$ cat src/rtl/icache_fill_if.sv
// Fetch, cache-array, DRAM and invalidate/fence signals of the I-cache fill controller.
// master = the controller, slave = the surrounding cache/memory/core.
interface icache_fill_if #(
  parameter int W_INDEX = 5
);
  logic               i_req_valid;
  logic [31:0]        i_req_addr;
  logic               o_req_ready;
  logic               o_rsp_valid;
  logic [31:0]        o_rsp_inst;
  logic [27:0]        o_cache_raddr;
  logic               i_cache_hit;
  logic [127:0]       i_cache_rdata;
  logic               o_cache_we;
  logic [27:0]        o_cache_waddr;
  logic [127:0]       o_cache_wdata;
  logic               o_cache_inv;
  logic [W_INDEX-1:0] o_cache_inv_index;
  logic               o_cache_flush;
  logic               o_dram_req;
  logic [31:0]        o_dram_addr;
  logic               i_dram_ack;
  logic               i_dram_rvalid;
  logic [127:0]       i_dram_rdata;
  logic               i_inv_valid;
  logic [31:0]        i_inv_addr;
  logic               o_inv_ready;
  logic               i_fence;
  logic               o_fence_done;
  logic               o_busy;

  modport master (
    input  i_req_valid, i_req_addr, i_cache_hit, i_cache_rdata,
           i_dram_ack, i_dram_rvalid, i_dram_rdata, i_inv_valid, i_inv_addr, i_fence,
    output o_req_ready, o_rsp_valid, o_rsp_inst, o_cache_raddr, o_cache_we, o_cache_waddr,
           o_cache_wdata, o_cache_inv, o_cache_inv_index, o_cache_flush, o_dram_req,
           o_dram_addr, o_inv_ready, o_fence_done, o_busy
  );

  modport slave (
    output i_req_valid, i_req_addr, i_cache_hit, i_cache_rdata,
           i_dram_ack, i_dram_rvalid, i_dram_rdata, i_inv_valid, i_inv_addr, i_fence,
    input  o_req_ready, o_rsp_valid, o_rsp_inst, o_cache_raddr, o_cache_we, o_cache_waddr,
           o_cache_wdata, o_cache_inv, o_cache_inv_index, o_cache_flush, o_dram_req,
           o_dram_addr, o_inv_ready, o_fence_done, o_busy
  );
endinterface

$ cat src/rtl/icache_fill_ctrl.sv
// Direct-mapped I-cache sequencer: 1-cycle hits, single-line DRAM refill, queued
// per-index invalidates and fence.i flush, with refetch when a refill went stale.
module icache_fill_ctrl #(
  parameter bit ENABLED   = 1'b1,
  parameter int N_ENTRY   = 32,
  parameter int INV_DEPTH = 4
) (
  input  logic          CLK,
  input  logic          RST,
  icache_fill_if.master bus
);
  localparam int W_INDEX = $clog2(N_ENTRY);
  localparam int W_PTR   = $clog2(INV_DEPTH);

  typedef enum logic [1:0] {IDLE, REQ, WAIT, FILL} state_t;

  state_t              state, state_nxt;
  logic [31:2]         r_addr;
  logic [127:0]        r_data;
  logic                r_stale, fence_pend;
  logic                r_hit_pend;
  logic [31:0]         r_hit_inst;
  logic [W_INDEX-1:0]  inv_q [INV_DEPTH];
  logic [W_PTR-1:0]    wr_ptr, rd_ptr;
  logic [W_PTR:0]      inv_cnt;

  logic [3:0][31:0]    hit_words, fill_words;
  logic inv_full, inv_empty, inv_push;
  logic do_flush, do_pop, can_acc, accept, hit_use, in_flight, stale_evt;

  assign hit_words  = bus.i_cache_rdata;
  assign fill_words = r_data;

  assign inv_full  = (inv_cnt == (W_PTR+1)'(INV_DEPTH));
  assign inv_empty = (inv_cnt == '0);
  assign inv_push  = bus.i_inv_valid && !inv_full;

  assign do_flush  = (state == IDLE) && fence_pend;
  assign do_pop    = (state == IDLE) && !fence_pend && !inv_empty;
  assign can_acc   = (state == IDLE) && !fence_pend && inv_empty;
  assign accept    = can_acc && bus.i_req_valid;
  assign hit_use   = accept && bus.i_cache_hit && ENABLED;
  assign in_flight = (state == REQ) || (state == WAIT);
  // A line matching the in-flight refill, or any fence, makes the returning data untrustworthy.
  assign stale_evt = in_flight &&
                     ((inv_push && (bus.i_inv_addr[31:4] == r_addr[31:4])) || bus.i_fence);

  always_ff @(posedge CLK) begin
    if (RST) begin
      state      <= IDLE;
      r_addr     <= '0;
      r_data     <= '0;
      r_stale    <= 1'b0;
      fence_pend <= 1'b0;
      r_hit_pend <= 1'b0;
      r_hit_inst <= '0;
      wr_ptr     <= '0;
      rd_ptr     <= '0;
      inv_cnt    <= '0;
    end else begin
      state      <= state_nxt;
      r_hit_pend <= hit_use;
      if (hit_use) r_hit_inst <= hit_words[bus.i_req_addr[3:2]];
      if (accept) r_addr <= bus.i_req_addr[31:2];
      if (state == WAIT && bus.i_dram_rvalid) r_data <= bus.i_dram_rdata;

      if (stale_evt)          r_stale <= 1'b1;
      else if (state == FILL) r_stale <= 1'b0;

      if (bus.i_fence)   fence_pend <= 1'b1;
      else if (do_flush) fence_pend <= 1'b0;

      // The flush covers every entry, so queued (and same-cycle) invalidates are dropped.
      if (do_flush) begin
        wr_ptr  <= '0;
        rd_ptr  <= '0;
        inv_cnt <= '0;
      end else begin
        if (inv_push) wr_ptr <= wr_ptr + 1'b1;
        if (do_pop)   rd_ptr <= rd_ptr + 1'b1;
        case ({inv_push, do_pop})
          2'b10:   inv_cnt <= inv_cnt + 1'b1;
          2'b01:   inv_cnt <= inv_cnt - 1'b1;
          default: inv_cnt <= inv_cnt;
        endcase
      end
    end
  end

  always_ff @(posedge CLK) begin
    if (inv_push) inv_q[wr_ptr] <= bus.i_inv_addr[4 +: W_INDEX];
  end

  // While RST is held the outputs present their reset values regardless of state.
  always_comb begin
    state_nxt             = state;
    bus.o_req_ready       = 1'b0;
    bus.o_rsp_valid       = 1'b0;
    bus.o_rsp_inst        = '0;
    bus.o_cache_raddr     = '0;
    bus.o_cache_we        = 1'b0;
    bus.o_cache_waddr     = '0;
    bus.o_cache_wdata     = '0;
    bus.o_cache_inv       = 1'b0;
    bus.o_cache_inv_index = '0;
    bus.o_cache_flush     = 1'b0;
    bus.o_dram_req        = 1'b0;
    bus.o_dram_addr       = '0;
    bus.o_inv_ready       = 1'b1;
    bus.o_fence_done      = 1'b0;
    bus.o_busy            = 1'b0;
    if (!RST) begin
      bus.o_inv_ready = !inv_full;
      bus.o_busy      = (state != IDLE) || !inv_empty || fence_pend;
      bus.o_rsp_valid = r_hit_pend;
      bus.o_rsp_inst  = r_hit_inst;
      case (state)
        IDLE: begin
          bus.o_cache_flush = fence_pend;
          bus.o_fence_done  = fence_pend;
          bus.o_cache_inv   = do_pop;
          if (do_pop) bus.o_cache_inv_index = inv_q[rd_ptr];
          bus.o_req_ready   = can_acc;
          if (can_acc) bus.o_cache_raddr = bus.i_req_addr[31:4];
          if (accept && !hit_use) state_nxt = REQ;
        end
        REQ: begin
          bus.o_dram_req  = 1'b1;
          bus.o_dram_addr = {r_addr[31:4], 4'b0};
          if (bus.i_dram_ack) state_nxt = WAIT;
        end
        WAIT: begin
          if (bus.i_dram_rvalid) state_nxt = FILL;
        end
        FILL: begin
          if (r_stale) begin
            state_nxt = REQ;
          end else begin
            bus.o_cache_we    = ENABLED;
            bus.o_cache_waddr = r_addr[31:4];
            bus.o_cache_wdata = r_data;
            bus.o_rsp_valid   = 1'b1;
            bus.o_rsp_inst    = fill_words[r_addr[3:2]];
            state_nxt         = IDLE;
          end
        end
        default: state_nxt = IDLE;
      endcase
    end
  end
endmodule

$ cat src/flat_wrapper.sv
// flat-port wrapper written by rule: the top's interface ports become plain ports
module icache_fill_ctrl_flat 
#(
  parameter bit ENABLED   = 1'b1,
  parameter int N_ENTRY   = 32,
  parameter int INV_DEPTH = 4
)
  (CLK, RST, bus_i_req_valid, bus_i_req_addr, bus_i_cache_hit, bus_i_cache_rdata, bus_i_dram_ack, bus_i_dram_rvalid, bus_i_dram_rdata, bus_i_inv_valid, bus_i_inv_addr, bus_i_fence, bus_o_req_ready, bus_o_rsp_valid, bus_o_rsp_inst, bus_o_cache_raddr, bus_o_cache_we, bus_o_cache_waddr, bus_o_cache_wdata, bus_o_cache_inv, bus_o_cache_inv_index, bus_o_cache_flush, bus_o_dram_req, bus_o_dram_addr, bus_o_inv_ready, bus_o_fence_done, bus_o_busy);
  icache_fill_if #(.W_INDEX(5)) bus_i ();
  input  logic CLK;
  input  logic RST;
  input wire logic [$bits(bus_i.i_req_valid)-1:0] bus_i_req_valid;
  input wire logic [$bits(bus_i.i_req_addr)-1:0] bus_i_req_addr;
  input wire logic [$bits(bus_i.i_cache_hit)-1:0] bus_i_cache_hit;
  input wire logic [$bits(bus_i.i_cache_rdata)-1:0] bus_i_cache_rdata;
  input wire logic [$bits(bus_i.i_dram_ack)-1:0] bus_i_dram_ack;
  input wire logic [$bits(bus_i.i_dram_rvalid)-1:0] bus_i_dram_rvalid;
  input wire logic [$bits(bus_i.i_dram_rdata)-1:0] bus_i_dram_rdata;
  input wire logic [$bits(bus_i.i_inv_valid)-1:0] bus_i_inv_valid;
  input wire logic [$bits(bus_i.i_inv_addr)-1:0] bus_i_inv_addr;
  input wire logic [$bits(bus_i.i_fence)-1:0] bus_i_fence;
  output wire logic [$bits(bus_i.o_req_ready)-1:0] bus_o_req_ready;
  output wire logic [$bits(bus_i.o_rsp_valid)-1:0] bus_o_rsp_valid;
  output wire logic [$bits(bus_i.o_rsp_inst)-1:0] bus_o_rsp_inst;
  output wire logic [$bits(bus_i.o_cache_raddr)-1:0] bus_o_cache_raddr;
  output wire logic [$bits(bus_i.o_cache_we)-1:0] bus_o_cache_we;
  output wire logic [$bits(bus_i.o_cache_waddr)-1:0] bus_o_cache_waddr;
  output wire logic [$bits(bus_i.o_cache_wdata)-1:0] bus_o_cache_wdata;
  output wire logic [$bits(bus_i.o_cache_inv)-1:0] bus_o_cache_inv;
  output wire logic [$bits(bus_i.o_cache_inv_index)-1:0] bus_o_cache_inv_index;
  output wire logic [$bits(bus_i.o_cache_flush)-1:0] bus_o_cache_flush;
  output wire logic [$bits(bus_i.o_dram_req)-1:0] bus_o_dram_req;
  output wire logic [$bits(bus_i.o_dram_addr)-1:0] bus_o_dram_addr;
  output wire logic [$bits(bus_i.o_inv_ready)-1:0] bus_o_inv_ready;
  output wire logic [$bits(bus_i.o_fence_done)-1:0] bus_o_fence_done;
  output wire logic [$bits(bus_i.o_busy)-1:0] bus_o_busy;
  assign bus_i.i_req_valid = bus_i_req_valid;
  assign bus_i.i_req_addr = bus_i_req_addr;
  assign bus_i.i_cache_hit = bus_i_cache_hit;
  assign bus_i.i_cache_rdata = bus_i_cache_rdata;
  assign bus_i.i_dram_ack = bus_i_dram_ack;
  assign bus_i.i_dram_rvalid = bus_i_dram_rvalid;
  assign bus_i.i_dram_rdata = bus_i_dram_rdata;
  assign bus_i.i_inv_valid = bus_i_inv_valid;
  assign bus_i.i_inv_addr = bus_i_inv_addr;
  assign bus_i.i_fence = bus_i_fence;
  assign bus_o_req_ready = bus_i.o_req_ready;
  assign bus_o_rsp_valid = bus_i.o_rsp_valid;
  assign bus_o_rsp_inst = bus_i.o_rsp_inst;
  assign bus_o_cache_raddr = bus_i.o_cache_raddr;
  assign bus_o_cache_we = bus_i.o_cache_we;
  assign bus_o_cache_waddr = bus_i.o_cache_waddr;
  assign bus_o_cache_wdata = bus_i.o_cache_wdata;
  assign bus_o_cache_inv = bus_i.o_cache_inv;
  assign bus_o_cache_inv_index = bus_i.o_cache_inv_index;
  assign bus_o_cache_flush = bus_i.o_cache_flush;
  assign bus_o_dram_req = bus_i.o_dram_req;
  assign bus_o_dram_addr = bus_i.o_dram_addr;
  assign bus_o_inv_ready = bus_i.o_inv_ready;
  assign bus_o_fence_done = bus_i.o_fence_done;
  assign bus_o_busy = bus_i.o_busy;
  icache_fill_ctrl #(.ENABLED(ENABLED), .N_ENTRY(N_ENTRY), .INV_DEPTH(INV_DEPTH)) u_core (.CLK(CLK), .RST(RST), .bus(bus_i));
endmodule
$ cat config.mk
export PLATFORM = sky130hd
export DESIGN_NAME = icache_fill_ctrl_flat
export DESIGN_NICKNAME = d
export VERILOG_FILES = /design/src/rtl/icache_fill_if.sv /design/src/rtl/icache_fill_ctrl.sv /design/src/flat_wrapper.sv
export SDC_FILE = /design/constraint.sdc
export NUM_CORES = 1
export LEC_CHECK = 0
export BUFFER_PORTS_ARGS = -buffer_cell sky130_fd_sc_hd__buf_4
export CORE_AREA = 3 3 230 232
export CTS_CLUSTER_SIZE = 25
export DETAILED_ROUTE_END_ITERATION = 6
export DIE_AREA = 0 0 233 235
export PLACE_DENSITY = 0.46
export SETUP_SLACK_MARGIN = 0.1
export SYNTH_ARGS = -nofsm -noshare
export SYNTH_HDL_FRONTEND = slang
export SYNTH_SLANG_ARGS = --single-unit
$ cat constraint.sdc
create_clock -name CLK -period 2.7 [get_ports CLK]
set_input_delay 0.27 -clock CLK [delete_from_list [all_inputs] [get_ports CLK]]
set_output_delay 0.27 -clock CLK [all_outputs]
set_load 0.05 [all_outputs]
==> results of run 1 <==
-- worst min-delay path by stage --
stage / from / end / slack (ns) / cells after the start
after detailed placement: u_core.r_hit_inst[21]$_SDFFE_PP0P_ / u_core.r_hit_inst[21]$_SDFFE_PP0P_ / 0.45 / 2
after global routing: bus_i_inv_valid / u_core.wr_ptr[1]$_SDFFE_PP0P_ / 0.16 / 4
after floorplan: bus_i_inv_addr[4] / u_core.inv_q[0][0]$_DFFE_PP_ / 0.37 / 0
after CTS: bus_i_req_valid / u_core.r_addr[3]$_SDFFE_PP0N_ / 0.13 / 4
final: bus_i_inv_valid / u_core.wr_ptr[1]$_SDFFE_PP0P_ / 0.17 / 4
after global placement: u_core.r_hit_inst[4]$_SDFFE_PP0P_ / u_core.r_hit_inst[4]$_SDFFE_PP0P_ / 0.44 / 2
-- registers in the layout (all words and copies together) (netlist names), 2 cells and up, named ones only --
signal / cells
u_core.rd_ptr: 2
u_core.r_addr: 30
u_core.fill_words: 128
u_core.wr_ptr: 2
u_core.r_hit_inst: 32
u_core.state: 2
u_core.inv_q: 20
u_core.inv_cnt: 3
-- where the power goes --
part | total, mW | switching, mW | leakage, nW | internal [mW]
sequential | 4.13 | 0.379 | 1.84 | 3.75
combinational | 4.04 | 2.36 | 5.77 | 1.67
clock | 3.71 | 1.55 | 0.433 | 2.16
-- per-layer routing --
layer | global-route usage [%] | routed length (µm) | up-vias
met2 | 33.6 | 27800 | 434
li1 | - | - | 6086
met1 | 25.1 | 24600 | 6055
met3 | 4.66 | 3750 | 75
met4 | 4.74 | 1260 | 4
met5 | 0 | 27 | -
-- worst max-delay path: stages, from the launching register on --
cell,delay (ns)
dfxtp_4,0.48
buf_12,0.20
mux4_2,0.58
nand2_1,0.11
a21oi_1,0.06
buf_4,0.22
-- metrics by stage --
step	instances	worst slack (ns)	hold WS [ns]	instance area (µm²)	util [%]
floorplan	1425	0.300	0.369	11800	-
global placement	2594	0.208	0.445	16800	32.9
detailed placement	2594	0.211	0.450	16800	32.9
CTS	2816	0.120	0.129	19500	38.1
global route	2820	0.0636	0.155	19600	38.3
finish	2820	0.197	0.169	19600	38.3
-- cell type report --
cell class	count	area, µm²	share of cell area, %
multi-input cells	1067	6580	33.6
repair buffers	784	6510	33.2
flip-flops and latches	224	4690	24.0
well taps	680	851	4.34
clock buffers	38	798	4.07
clock inverters	14	114	0.581
inverters	12	45.0	0.230
diodes	1	2.50	0.0128
-- kinds of logic (layout without fill, tap and decap cells) --
group,Yosys count,in the layout,synth area share (%)
buf+inv,134,848,4.83
compound gates,233,233,10.0
flops,224,224,39.8
mux,70,70,13.3
simple gates,716,716,28.3
fa+ha+maj,11,11,1.23
xor+xnor,33,33,2.46
other cells,1,5,0.0319
-- cell usage in the layout (no fill, tap or decap), types with 3 or more instances in the layout --
cell type      count
clkbuf_8           7
mux4_2            69
clkinvlp_4         5
a21oi_1          226
buf_4            601
clkinv_2           3
nand4_1            7
nand2_1          450
xor2_1             3
ha_1               8
nor2b_1            6
inv_1             12
clkbuf_1           4
dfxtp_1          200
and3_1             5
conb_1             4
and2_1           214
nor2_1            15
clkinv_1           4
clkbuf_16         30
buf_6              7
edfxtp_1          20
xnor2_1           30
buf_16             3
dlygate4sd3_1    163
buf_12             7
-- what timing repair did --
item                                   in CTS  in global routing
setup buffers                               5                  1
endpoints found under the hold margin     178                  0
hold buffers                              163                  0
resized for setup                          13                  8
pin swaps                                   1                  0
cloned                                      2                  2
setup endpoints to repair                 192                 95
==> impl_metrics.csv, run 1 <==
group,metric,value,unit
timing,setup_viol,0,
critical_path,required,2.43,ns
logic_synthesis,ys.flop_type,"dfxtp_1",
cts,cts_made_buffers,28,
cts,clk_latency,0.56,ns
drt,drt-pass1-iter-count,5,
cts,clockBufferDepth,3,
logic_synthesis,ys_ff_latch,224,
power,p_leak,8.04,nW
timing,fin_crit,2.50,ns
logic_synthesis,yosysTopAreaCell,"dfxtp_1",
global_route,antenna_found_initial,4,
timing,rsz0062_at_grt,"yes",
cts,clkSinkCount,224,
cts,cts_tree,"done",
floorplanning,boundaryPins,590,
logic_synthesis,yosysUniqueCellTypes,36,
drt,drc,0,
timing,slew-limit-headroom,54.1,%
drt,dr_total_vias,12700,
final_layout,fillers,5283,
floorplanning,row_count,83,
logic_synthesis,ys_top_cells_by_area,"dfxtp_1 35%, nand2_1 14%, mux4_2 13%, and2_1 11%, a21oi_1 9.7%",
drt,ant_nets,0,
worst_hold_path,hold_class,"input port to flip-flop",
power,pwr_density_cell,606,nW/µm²
logic_synthesis,post-synth-top-count-cell,"nand2_1",
floorplanning,die_area,54800,µm²
logic_synthesis,synth-edff-count,20,
critical_path,rrSetupSlack,0.23,ns
cts,h-tree-depth,1,
floorplanning,fp.dieW,233,µm
critical_path,reg2reg_from,"u_core.inv_cnt[1]$_SDFFE_PP0P_",
final_layout,fin_nets,2456,
global_route,grt_pass1_wl,82.5,mm
cts,clkSlewWorstSetupHoldPaths,0.07,ns
timing,drv_slew,0,
placement,dpl.hpwl,41.8,mm
critical_path,crit_end,"bus_o_rsp_inst[10]",
final_layout,drive_above_1_share,35.2,%
power,irDropWorstVdd,0.000399,V
critical_path,worstPathMaxFanout,11,
critical_path,end_kind,"primary output",
status,status,"finished clean",
timing,fin_crit_sh,92.7,%
placement,gp_congestion,0.869,
logic_synthesis,ys_top_cells_by_count,"451 x nand2_1, 227 x a21oi_1, 215 x and2_1",
logic_synthesis,avgSynthCellArea,8.27,µm²
logic_synthesis,synth_area,11800,µm²
critical_path,worst-setup-path-type,"flip-flop to primary output",
power,fin_total_pwr,11.9,mW
critical_path,crit_path_start,"u_core.r_addr[2]$_SDFFE_PP0N_",
logic_synthesis,synthCells,1422,
placement,port_buffers,579,
timing,timing.fmax,400,MHz
logic_synthesis,synth_seq_area_share,39.8,%
floorplanning,die_h,235,µm
critical_path,r2r_end,"u_core.inv_cnt[2]$_SDFFE_PP0P_",
critical_path,cp.arrival,2.23,ns
global_route,grt-ovfl-total,0,
global_route,first_global_vias,12800,
floorplanning,initial_utilization,23.0,%
job,cap_viol_max_count,0,
critical_path,worstSetupStartpointType,"flip-flop",
drt,viasPerCell,4.49,
final_layout,syn2layout_area_growth,66.6,%
timing,clock_skew,0.0299,ns
timing,finalHoldViolations,0,
global_route,gr-usage-all-layers,19.7,%
logic_synthesis,async_flop_share,0,%
timing,tightestPinTransition,0.688,ns
drt,wl,57.4,mm
timing,setup_tns,0,ns
critical_path,ff2ff_path_depth,9,
logic_synthesis,yosysWarnings,0,
cts,root_buffer,"clkbuf_16",
floorplanning,core-area,51200,µm²
global_route,grt_max_degree,139,
drt,routedWlPerCell,20.4,µm
logic_synthesis,synth_top_area_share,34.7,%
drt,drt_iter0_drc,674,
Power figures use the tool's default switching activity.
==> inputs of run 2 (changes only) <==
RECOVER_POWER = 100   (was default)
REMOVE_ABC_BUFFERS = 1   (was default)
SKIP_CTS_REPAIR_TIMING = 1   (was default)
==> impl_metrics.csv, run 2 (same netlist as run 1, synthesis figures left out) <==
group,metric,value,unit
status,status,"finished with violations",
status,violations,"hold timing",
placement,dpl.hpwl,39.1,mm
power,fin_total_pwr,11.7,mW
critical_path,worst-setup-path-type,"flip-flop to primary output",
job,cap_viol_max_count,0,
global_route,gr-usage-all-layers,18.2,%
drt,viasPerCell,4.47,
drt,drc,0,
final_layout,final_cell_mix,"450 x nand2_1, 380 x buf_4, 227 x a21oi_1, 211 x and2_1, 201 x dfxtp_1",
placement,dpl_worst_slack,0.178,ns
drt,ant_nets,0,
global_route,antenna_found_initial,2,
floorplanning,boundaryPins,590,
placement,place_area,16800,µm²
timing,fin_crit,2.59,ns
timing,worst_slack,0.111,ns
final_layout,stdcell_area,19000,µm²
floorplanning,row_count,83,
cts,clkSlewWorstSetupHoldPaths,0.06,ns
critical_path,worstSetupStartpointType,"flip-flop",
global_route,grtUsageMet3,4.89,%
timing,tightestPinTransition,1.26,ns
global_route,grt_most_used_layer,"met2",
placement,gp_congestion,0.839,
floorplanning,fp.dieW,233,µm
final_layout,syn2layout_area_growth,61.6,%
worst_hold_path,hp-start,"bus_i_req_addr[14]",
power,p_leak,7.86,nW
critical_path,worstPathMaxFanout,45,
power,pwr_density_cell,615,nW/µm²
final_layout,drive_above_1_share,34.9,%
timing,drv_slew,0,
placement,port_buffers,579,
final_layout,fin_nets,2453,
power,irDropWorstVdd,0.000366,V
drt,drt-pass1-iter-count,6,
cts,clk_latency,0.56,ns
final_layout,final_common_cell,"nand2_1",
timing,clock_skew,0.0172,ns
global_route,use_met1,21.4,%
critical_path,required,2.43,ns
timing,timing.fmax,386,MHz
critical_path,end_kind,"primary output",
cts,h-tree-depth,1,
floorplanning,core-area,51200,µm²
global_route,grt-ovfl-total,0,
critical_path,reg2reg_from,"u_core.inv_cnt[1]$_SDFFE_PP0P_",
critical_path,cp.arrival,2.32,ns
floorplanning,die_h,235,µm
critical_path,crit_path_start,"u_core.state[0]$_SDFFE_PP0P_",
worst_hold_path,min_path_cells,3,
global_route,grt_max_degree,129,
cts,root_buffer,"clkbuf_16",
cts,clockBufferDepth,3,
cts,cts_made_buffers,28,
timing,setup_viol,0,
global_route,first_global_vias,12000,
worst_hold_path,hold_class,"input port to flip-flop",
global_route,use_met2,33.1,%
drt,wl,54.0,mm
final_layout,final_util,37.1,%
timing,finalHoldViolations,1,
drt,routedWlPerCell,19.2,µm
final_layout,largest_reg_flops,128,
timing,fin_crit_sh,95.9,%
floorplanning,initial_utilization,23.0,%
drt,dr_total_vias,12600,
drt,drt_iter0_drc,649,
cts,clkSinkCount,224,
timing,rsz0062_at_grt,"yes",
floorplanning,die_area,54800,µm²
critical_path,ff2ff_path_depth,9,
timing,slew-limit-headroom,16.0,%
timing,holdWs,-0.0220,ns
cts,cts_tree,"done",
global_route,grt_pass1_wl,76.3,mm
## run 2: cell count changes in the layout (fill, tap and decap cells not counted), moves of 4 or more
cell,delta
clkbuf_2,+169
clkbuf_4,+15
clkbuf_1,+8
clkinv_1,-4
buf_4,-221
buf_2,+28
## run 2: final cells by class
class                   count  area [µm²]
repair buffers            781        5940
flip-flops and latches    224        4690
fillers                  5425       32200
diodes                      1        2.50
multi-input cells        1067        6580
clock buffers              41         820
inverters                  12        45.0
clock inverters            10        68.8
well taps                 680         851
## run 2: metal layers
| layer | share of wire [%] | wire, µm | vias to the layer above |
|---|---|---|---|
| met5 | 0.046 | 25 | - |
| met4 | 1.8 | 997 | 4 |
| met3 | 7.2 | 3910 | 55 |
| met2 | 51 | 27400 | 465 |
| met1 | 40 | 21700 | 5991 |
| li1 | - | - | 6078 |
## run 2: critical path, stage by stage, from the launching register on
cell,delay (ns)
dfxtp_1,0.41
ha_4,0.19
nand2b_2,0.09
nor2_4,0.22
clkbuf_16,0.27
and2_1,0.23
buf_2,0.30
## run 2: stage by stage
step | instances | TNS [ns] | hold slack, ns
after floorplan | 1303 | -546.97 | 0.339
after global placement | 2594 | 0 | 0.443
after detailed placement | 2594 | 0 | 0.447
after CTS | 2645 | -8.85 | -0.108
after global routing | 2815 | 0 | 0.00494
final | 2816 | 0 | -0.0220
## run 2: where the power goes
part	total (mW)	switching [mW]	internal, mW	leakage [nW]
sequential	4.09	0.341	3.75	1.84
combinational	3.96	2.37	1.59	5.59
clock	3.62	1.53	2.10	0.433
## run 2: final timing paths
path	to	slack, ns
min	u_core.r_addr[14]$_SDFFE_PP0N_	-0.02
max reg2reg	u_core.inv_cnt[2]$_SDFFE_PP0P_	0.20
max	bus_o_cache_wdata[43]	0.11
min reg2reg	u_core.r_hit_inst[23]$_SDFFE_PP0P_	0.46
